--- config.mk ---
export PLATFORM = sky130hd
export DESIGN_NAME = pe_arbiter
export DESIGN_NICKNAME = d
export VERILOG_FILES = /design/src/rtl/pe_arbiter.sv
export SDC_FILE = /design/constraint.sdc
export NUM_CORES = 1
export LEC_CHECK = 0
export CAP_MARGIN = 20
export CORE_ASPECT_RATIO = 0.8
export CORE_UTILIZATION = 40
export DETAILED_ROUTE_END_ITERATION = 10
export GPL_TIMING_DRIVEN = 0
export MAX_ROUTING_LAYER = met4
export SLEW_MARGIN = 20
export SYNTH_ARGS = -nofsm -noshare
export SYNTH_HDL_FRONTEND = slang
export SYNTH_SLANG_ARGS = --single-unit
--- constraint.sdc ---
create_clock -name clk -period 3.34 [get_ports clk]
set_input_delay 0.501 -clock clk [delete_from_list [all_inputs] [get_ports clk]]
set_output_delay 0.501 -clock clk [all_outputs]
set_load 0.02 [all_outputs]
--- src/rtl/pe_arbiter.sv ---
// Four-way arbiter with a registered, held grant. It supports fixed priority or round-robin, a done/req-drop release, and a hold limit.
// Latency: grant 1 cycle after a request in IDLE, release 1 cycle after its cause. There is always at least one idle cycle between grants.
module pe_arbiter #(
   parameter int MAX_HOLD = 16
) (
   input  logic       clk,
   input  logic       rst_n,
   input  logic       mode_rr,
   input  logic [3:0] req,
   input  logic       done,
   output logic [3:0] gnt,
   output logic [1:0] gnt_id,
   output logic       gnt_vld,
   output logic       timeout
);

   localparam logic [7:0] HOLD_LAST = 8'(MAX_HOLD - 1);

   typedef enum logic {IDLE, BUSY} state_t;

   state_t     state;
   logic [7:0] hold_cnt;
   logic [1:0] last_id;
   logic [1:0] fix_win;
   logic [1:0] rr_win;
   logic [1:0] win;
   logic       hold_hit;
   logic       release_now;

   always_comb begin
      fix_win = 2'd0;
      if (req[3])      fix_win = 2'd3;
      else if (req[2]) fix_win = 2'd2;
      else if (req[1]) fix_win = 2'd1;
   end

   // Walk offsets from farthest to nearest, so the nearest requester after last_id wins.
   always_comb begin
      rr_win = 2'd0;
      for (int i = 4; i >= 1; i--) begin
         if (req[2'(last_id + 2'(i))]) rr_win = 2'(last_id + 2'(i));
      end
   end

   assign win         = mode_rr ? rr_win : fix_win;
   assign hold_hit    = (hold_cnt == HOLD_LAST);
   assign release_now = done || !req[gnt_id] || hold_hit;

   always_ff @(posedge clk or negedge rst_n) begin
      if (!rst_n) begin
         state    <= IDLE;
         gnt      <= 4'b0000;
         gnt_id   <= 2'd0;
         gnt_vld  <= 1'b0;
         timeout  <= 1'b0;
         hold_cnt <= 8'd0;
         last_id  <= 2'd3;
      end else begin
         timeout <= 1'b0;
         case (state)
            IDLE: begin
               if (|req) begin
                  gnt      <= 4'b0001 << win;
                  gnt_id   <= win;
                  gnt_vld  <= 1'b1;
                  hold_cnt <= 8'd0;
                  last_id  <= win;
                  state    <= BUSY;
               end
            end
            BUSY: begin
               if (release_now) begin
                  gnt     <= 4'b0000;
                  gnt_id  <= 2'd0;
                  gnt_vld <= 1'b0;
                  // Only a pure hold-limit revoke is reported as a timeout.
                  timeout <= !done && req[gnt_id];
                  state   <= IDLE;
               end else begin
                  hold_cnt <= hold_cnt + 8'd1;
               end
            end
            default: state <= IDLE;
         endcase
      end
   end

endmodule

==> impl_metrics.yaml, run 1 <==
outcome:
  run_status: "finished, final reports clean"
setup_path:
  worstReg2RegStart: "hold_cnt[4]$_DFFE_PN0P_"
  path_max_fanout: 5
  worst_setup_path_start_kind: "input pin"
  regToRegSetupSlack_ps: 1450
  worstPathRequired_ps: 3550
  crit_slowest_cell: "mux4_2"
  max_stage_delay_ps: 540
  arrival_ps: 2170
  critPathCaptureType: "flip-flop"
  worstSetupStartpoint: "req[0]"
  path_cells: "clkdlybuf4s50_1 > mux4_2 > and2_1 > nor3b_1 > a21o_1 > a22o_1"
  critPathKind: "input pin to flip-flop"
timing:
  fin_tns_setup_ps: 0
  slew_viol_final: 0
  fin_hold_ws_ps: 496
  finClkSkew_ps: 4.00
  rsz0062_at_grt: "no"
  slew_headroom_pct: 43.5
  tightest_slew_ps: 845
  setup_violations: 0
  hold_viol_final: 0
  fmax_mhz: 509
  finalCriticalPeriod_ps: 1960
  period_share_pct: 58.8
route:
  dr_total_vias: 847
  viasPerCell: 5.23
  dr.pass1.iters: 4
  ant_nets: 0
  drt_wl_total_um: 2180
  dr.first_iter.drc_count: 25
  wl_per_cell_um: 13.4
  remaining_drc_errors: 0
logic_synthesis:
  synth_edf_count: 0
  netlist_area_um2: 1040
  yosysMostFrequentCell: "nand2_1"
  synth-xor-area-share_pct: 0
  yosys.area.top_type: "dfrtp_1"
  ys.flop_type: "dfrtp_1"
  synth_area_leaders: "dfrtp_1 (41%), nand2_1 (6.5%), dfstp_2 (5.1%)"
  syn_nets: 118
  seq_area_frac_synth_pct: 46.0
  ys_ff_latch: 19
  yosysUniqueCellTypes: 37
  synth_top_family_by_area: "compound AO/OA/AOI/OAI gates"
  avgSynthCellArea_um2: 9.53
  syn_inst: 109
  ys_warn_count: 0
  synth_fa_ha_area_share_pct: 1.20
  synth_top_cell_area_share_pct: 41.0
  synth_mux_area_share_pct: 3.13
  synth_compound_area_share_pct: 23.9
  synthArstFlopShare_pct: 100
  netlist_top_cells_count: "nand2_1 (18), dfrtp_1 (17), o21ai_0 (9)"
  synthSimpleGateAreaFrac_pct: 20.6
clock_tree:
  cts_tree: "yes"
  h-tree-depth: 1
  cts_made_buffers: 3
  ctsHoldBuffers: 0
  path_clk_slew_ps: 110
  cts_resized: 0
  cts_root_buf: "clkbuf_4"
  postCtsSetupBuffers: 0
  clockBufferDepth: 2
  cts_sinks: 19
  clock_latency_ps: 310
floorplan:
  die_h_um: 47.6
  dieArea_um2: 2810
  core-area_um2: 2460
  rows: 16
  die_w_um: 59.0
  io_pins: 16
  start_util_pct: 42.2
global_routing:
  grt_util_all_layers_pct: 19.0
  grt_pass1_vias: 780
  grt_pass1_wl_um: 3730
  antenna_found_initial: 0
  grt_max_degree: 20
  grt_overflow: 0
place:
  dpl.cell_count: 158
  gp_congestion: 0.823
  dpl_cell_area_um2: 1210
  port_buffers: 13
  hpwl_um: 1600
finish:
  regArea_um2: 478
  stdcell_count: 162
  final_area_um2: 1240
  multiInputGateArea_um2: 507
  antenna_cells: 0
  drive_above_1_share_pct: 12.7
  final_nets: 136
  n_fill_cell: 239
  areaGrowthSynthToFinish_pct: 19.5
power:
  power_mw: 0.870
  static-leakage-power_nw: 0.543
  ir_worst_vdd_uv: 331
  power.density_nw_per_um2: 701
flow_run:
  cap_violations: 0
hold_path:
  hp-start: "gnt_vld$_DFFE_PN0P_"
  holdCritPathClass: "flip-flop to flip-flop"
==> kinds of logic (layout without fill, tap and decap cells) <==
family,after synthesis,after routing
and+or+nand+nor,43,43
AOI/OAI and AO/OA,32,32
DFF,19,19
buffers and inverters,12,29
muxes,2,2
adders and majority gates,1,1
==> sequential cells by signal, summed over array words and instances (netlist names) <==
register / cells
last_id: 2
state: 1
gnt_vld: 1
gnt_id: 2
hold_cnt: 8
timeout: 1
gnt: 4
==> cells in the final DEF, fill, tap and decap left out, types with 3 or more instances in the layout <==
cell	count
nor2_1	6
o21ai_0	9
nand3_1	5
nand2_1	18
clkdlybuf4s50_1	13
a22o_1	4
dfrtp_1	17
inv_1	7
clkbuf_4	3
a21oi_1	5
clkbuf_1	3
==> layer usage <==
layer,up-vias,GRT usage [%],routed length (µm)
met5,-,-,0
met4,0,4.29,14
met3,2,4.86,86
met2,21,27.0,881
met1,392,27.2,1190
li1,432,-,-
==> area by class of cell <==
type | count | share of cell area [%]
buffer | 5 | 2.22
multi-input combinational | 78 | 40.8
inverter | 7 | 2.12
tap | 36 | 3.63
clock inverter | 1 | 0.403
clock buffer | 3 | 1.81
timing repair buffer | 13 | 10.5
sequential | 19 | 38.5
==> path summary, 6_finish.rpt <==
kind	end	depth (start not counted)
worst max-delay path	hold_cnt[5]$_DFFE_PN0P_	6
worst min-delay path	gnt_vld$_DFFE_PN0P_	2
worst max register to register	gnt[0]$_DFFE_PN0P_	4
worst min register to register	gnt_vld$_DFFE_PN0P_	2
max in group asynchronous	gnt[2]$_DFFE_PN0P_	1
min in group asynchronous	hold_cnt[7]$_DFFE_PN0P_	1
==> critical path: cells and delay by family <==
| kind | cells | cell delay (ps) |
|---|---|---|
| AO/OA/AOI/OAI | 2 | 320 |
| buffers and inverters | 1 | 480 |
| multiplexers | 1 | 540 |
| AND/OR/NAND/NOR | 2 | 320 |
==> where the power goes <==
group | switching, mW | internal (mW)
clock | 0.0748 | 0.0447
sequential | 0.0495 | 0.304
combinational | 0.233 | 0.164
==> per-stage QoR <==
stage / utilization, % / setup slack, ps
floorplan: - / 1480
global placement: 49.3 / 1060
detailed placement: 49.3 / 1050
CTS: 50.4 / 1360
global route: 50.4 / 1200
finish: 50.4 / 1380
(Power assumes the default switching activity.)
==> run 2: changes to the inputs <==
- clock period: 3.34 -> 1.7 ns (I/O delays scaled with it)
==> impl_metrics.yaml, run 2 (synthesis results as in run 1) <==
global_routing:
  grt_max_degree: 20
  grt_pass1_vias: 762
  grt_pass1_wl_um: 3530
  grt_overflow: 0
  antenna_found_initial: 0
  grt_util_all_layers_pct: 17.8
route:
  wl_per_cell_um: 13.5
  viasPerCell: 5.20
  dr.pass1.iters: 4
  dr_total_vias: 868
  dr.first_iter.drc_count: 31
  ant_nets: 0
  drt_wl_total_um: 2260
  remaining_drc_errors: 0
setup_path:
  crit_buf_inv: 0
  path_max_fanout: 7
  worstReg2RegStart: "hold_cnt[5]$_DFFE_PN0P_"
  rr_endpoint: "gnt[0]$_DFFE_PN0P_"
  max_stage_delay_ps: 580
  worstPathRequired_ps: 1890
  arrival_ps: 1970
  r2r_cells: 4
  cp_top_family: "compound AO/OA/AOI/OAI gates"
  critPathCaptureType: "flip-flop"
  critPathKind: "flip-flop to flip-flop"
  worst_setup_path_start_kind: "flip-flop"
  path_cells: "or4_4 > o2111ai_4 > o21ai_2 > a32o_1"
  crit_slowest_cell: "or4_4"
  regToRegSetupSlack_ps: -80
power:
  p_comb_share_pct: 44.1
  static-leakage-power_nw: 0.579
  p_switching_mw: 0.706
  clkPwrFrac_pct: 12.8
  p_int_mw: 1.05
  ir_worst_vdd_uv: 829
  power_switching_share_pct: 40.1
  seqPwrFrac_pct: 43.1
  power.density_nw_per_um2: 1340
finish:
  antenna_cells: 0
  final_area_um2: 1320
  final_cell_mix: "nand2_1 (18), dfrtp_1 (16), clkdlybuf4s50_1 (11)"
  regMostFlops: "hold_cnt"
  utilization_pct: 53.5
  drive_above_1_share_pct: 23.7
  largest_reg_flops: 8
  top_regs: "hold_cnt: 8 flops, gnt: 4 flops"
  final_common_cell: "nand2_1"
  stdcell_count: 167
  areaGrowthSynthToFinish_pct: 26.9
  final_nets: 141
place:
  port_buffers: 13
  place_ws_ps: -375
  hpwl_um: 1560
  gp_congestion: 0.837
  dpl_cell_area_um2: 1210
  dpl.cell_count: 158
outcome:
  violations: "setup timing"
  run_status: "complete, but fails checks"
floorplan:
  rows: 16
  start_util_pct: 42.2
  core-area_um2: 2460
  dieArea_um2: 2810
  die_w_um: 59.0
  die_h_um: 47.6
  io_pins: 16
clock_tree:
  ctsHoldBuffers: 0
  clock_latency_ps: 290
  cts_sinks: 19
  h-tree-depth: 1
  cts_tree: "yes"
  cts_root_buf: "clkbuf_4"
  path_clk_slew_ps: 110
  cts_made_buffers: 3
  clockBufferDepth: 2
hold_path:
  holdCritPathClass: "input pin to flip-flop"
  hp-start: "req[3]"
  hold_path_end: "gnt[2]$_DFFE_PN0P_"
  min_delay_path_depth: 3
timing:
  fmax_mhz: 562
  fin_hold_ws_ps: 399
  tightest_slew_ps: 865
  slew_headroom_pct: 42.1
  finalWorstSetupSlack_ps: -79.8
  hold_viol_final: 0
  period_share_pct: 105
  finClkSkew_ps: 2.58
  slew_viol_final: 0
  setup_violations: 10
  finalCriticalPeriod_ps: 1780
  rsz0062_at_grt: "yes"
flow_run:
  cap_violations: 0
==> run 2: timing repair <==
action,in CTS,in global routing
gates resized for setup,11,3
setup endpoints to repair,14,14
buffers inserted,5,2
pin swaps,5,3
==> run 2: area by class of cell <==
cell class	instances	area, µm²
sequential	19	479
fill	246	1140
tap	36	45.0
clock inverter	1	5.00
clock buffer	3	22.5
buffer	3	20.0
inverter	7	26.3
multi-input combinational	78	536
timing repair buffer	20	184
==> run 2: power groups by stage <==
stage	clock network, mW	registers (mW)	logic, mW
after floorplan	0	0.766	0.441
after global placement	0	0.698	0.770
after detailed placement	0	0.701	0.775
after CTS	0.237	0.717	0.818
after global routing	0.259	0.780	0.848
final	0.225	0.759	0.776
==> run 2: metrics by stage <==
stage	power, mW	setup TNS (ps)
2_1_floorplan	1.21	-37.0
3_3_place_gp	1.47	-3910
3_5_place_dp	1.48	-4190
4_1_cts	1.77	-267
5_1_grt	1.89	-1280
6_report	1.76	-469
==> run 2: worst max-delay path by stage <==
stage	start	end	slack (ps)	cells past startpoint
finish	hold_cnt[5]$_DFFE_PN0P_	gnt[0]$_DFFE_PN0P_	-80	4
global route	hold_cnt[5]$_DFFE_PN0P_	hold_cnt[4]$_DFFE_PN0P_	-140	5
detailed placement	req[2]	hold_cnt[6]$_DFFE_PN0P_	-370	6
global placement	req[0]	hold_cnt[5]$_DFFE_PN0P_	-340	6
CTS	hold_cnt[7]$_DFFE_PN0P_	hold_cnt[4]$_DFFE_PN0P_	-60	5
floorplan	hold_cnt[5]$_DFFE_PN0P_	hold_cnt[4]$_DFFE_PN0P_	-30	5
==> run 2: routing by layer <==
metal | track usage, % | part of all wire (%) | vias to the layer above
met4 | 2.86 | 0.35 | 0
met3 | 4.05 | 3.2 | 2
met1 | 25.6 | 56 | 410
met5 | - | 0 | -
met2 | 25.9 | 41 | 15
li1 | - | - | 441
==> run 2: tightest hold or removal path: cells and delay by family <==
family / cells / cell delay, ps
compound gates: 2 / 280
buf+inv: 1 / 110
==> run 3: changes to the inputs <==
- GPL_TIMING_DRIVEN: 0 -> unset
==> impl_metrics.yaml, run 3 (synthesis results as in run 1) <==
floorplan:
  io_pins: 16
  start_util_pct: 42.2
  rows: 16
  die_w_um: 59.0
  dieArea_um2: 2810
  die_h_um: 47.6
  core-area_um2: 2460
route:
  dr.pass1.iters: 5
  ant_nets: 0
  wl_per_cell_um: 13.5
  dr_total_vias: 971
  dr.first_iter.drc_count: 75
  remaining_drc_errors: 0
  drt_wl_total_um: 2490
  viasPerCell: 5.28
hold_path:
  holdCritPathClass: "input pin to asynchronous set/reset pin"
global_routing:
  grt_max_degree: 20
  grt_util_met3_pct: 5.68
  grt_util_met1_pct: 26.5
  grt.met2_usage_pct: 33.0
  grt_pass1_wl_um: 4030
  grt_overflow: 0
  grt_util_all_layers_pct: 20.6
  antenna_found_initial: 0
  top_usage_layer: "met2"
  grt_pass1_vias: 866
finish:
  final_nets: 158
  areaGrowthSynthToFinish_pct: 38.9
  drive_above_1_share_pct: 29.7
  n_fill_cell: 235
  largest_reg_flops: 8
  multiInputGateArea_um2: 522
  regArea_um2: 479
  top_regs: "hold_cnt: 8 flops, gnt: 4 flops"
  regMostFlops: "hold_cnt"
  final_common_cell: "buf_4"
  final_cell_mix: "buf_4 (25), nand2_1 (18), dfrtp_1 (16)"
  antenna_cells: 0
place:
  place_ws_ps: -315
  port_buffers: 15
  hpwl_um: 1920
  gp_congestion: 0.825
timing:
  fin_hold_ws_ps: 269
  tightest_slew_ps: 338
  slew_viol_final: 0
  finClkSkew_ps: 12.6
  slew_headroom_pct: 77.2
  fmax_mhz: 568
  period_share_pct: 103
  finalCriticalPeriod_ps: 1760
  rsz0062_at_grt: "yes"
  setup_violations: 7
  finalWorstSetupSlack_ps: -59.3
  hold_viol_final: 0
setup_path:
  critPathKind: "flip-flop to flip-flop"
  max_stage_delay_ps: 570
  cp_top_family: "simple AND/OR/NAND/NOR gates"
  worstPathRequired_ps: 1900
  worst_setup_path_start_kind: "flip-flop"
  path_cells: "or4_4 > o2111ai_4 > nor3_1 > a21o_1 > a22o_1"
  cp_num_cells: 5
  path_max_fanout: 5
  critPathCaptureType: "flip-flop"
  arrival_ps: 1960
  crit_buf_inv: 0
  crit_slowest_cell: "or4_4"
  r2r_cells: 5
flow_run:
  cap_violations: 0
power:
  power.density_nw_per_um2: 1320
  power_mw: 1.90
  static-leakage-power_nw: 0.670
  ir_worst_vdd_uv: 923
clock_tree:
  clockBufferDepth: 2
  ctsHoldBuffers: 0
  cts_made_buffers: 3
  cts_tree: "yes"
  clock_latency_ps: 310
  path_clk_slew_ps: 120
  cts_sinks: 19
  cts_root_buf: "clkbuf_4"
  h-tree-depth: 1
outcome:
  violations: "setup timing"
  run_status: "complete, but fails checks"
==> run 3: cell types whose count changed in the layout (fill, tap and decap cells not counted), sizes merged <==
| cell | change |
|---|---|
| dlymetal6s2s | +1 |
| clkdlybuf4s50 | +3 |
| dlygate4sd2 | -2 |
| clkbuf | -1 |
| clkinvlp | +1 |
| buf | +16 |
| clkinv | -1 |
==> run 3: cell type report <==
class	count	area share, %
Sequential cell	19	33.2
Timing Repair Buffer	40	23.6
Tap cell	36	3.12
Clock inverter	1	0.520
Clock buffer	3	1.56
Multi-Input combinational cell	78	36.2
Inverter	7	1.82
==> run 3: power by group <==
part	switching, mW	internal (mW)	total (mW)
sequential	0.145	0.601	0.745
combinational	0.454	0.458	0.912
clock	0.153	0.0898	0.242
total	0.751	1.15	1.90
==> run 3: worst paths after layout <==
check,end,slack (ps),from
max,hold_cnt[4]$_DFFE_PN0P_,-60,hold_cnt[4]$_DFFE_PN0P_
min,state$_DFF_PN0_,270,rst_n
max reg2reg,hold_cnt[4]$_DFFE_PN0P_,-60,hold_cnt[4]$_DFFE_PN0P_
min reg2reg,gnt_vld$_DFFE_PN0P_,500,gnt_vld$_DFFE_PN0P_
max in group asynchronous,last_id[0]$_DFFE_PN1P_,1160,rst_n
min in group clk,gnt_vld$_DFFE_PN0P_,500,gnt_vld$_DFFE_PN0P_
==> run 3: per-stage QoR <==
stage / utilization (%) / setup TNS (ps) / cells / instance area [µm²]
4_1_cts: 57.7 / -275 / 183 / 1420
6_report: 58.6 / -270 / 184 / 1440
3_5_place_dp: 56.0 / -3680 / 178 / 1380
2_1_floorplan: - / -37.0 / 109 / 1040
3_3_place_gp: 56.0 / -3030 / 178 / 1380
5_1_grt: 58.6 / -1070 / 184 / 1440
==> run 3: timing repair <==
action | CTS | global route
gates resized for setup | 1 | 6
pin swaps | 3 | 1
endpoints found under the setup margin | 10 | 16
buffers inserted | 1 | 1
endpoints found under the hold margin | 0 | 0
==> run 3: layer usage <==
metal / vias up / wire (µm)
met5: - / 0
met4: 0 / 19
met3: 4 / 84
met2: 21 / 1140
met1: 473 / 1250
li1: 473 / -
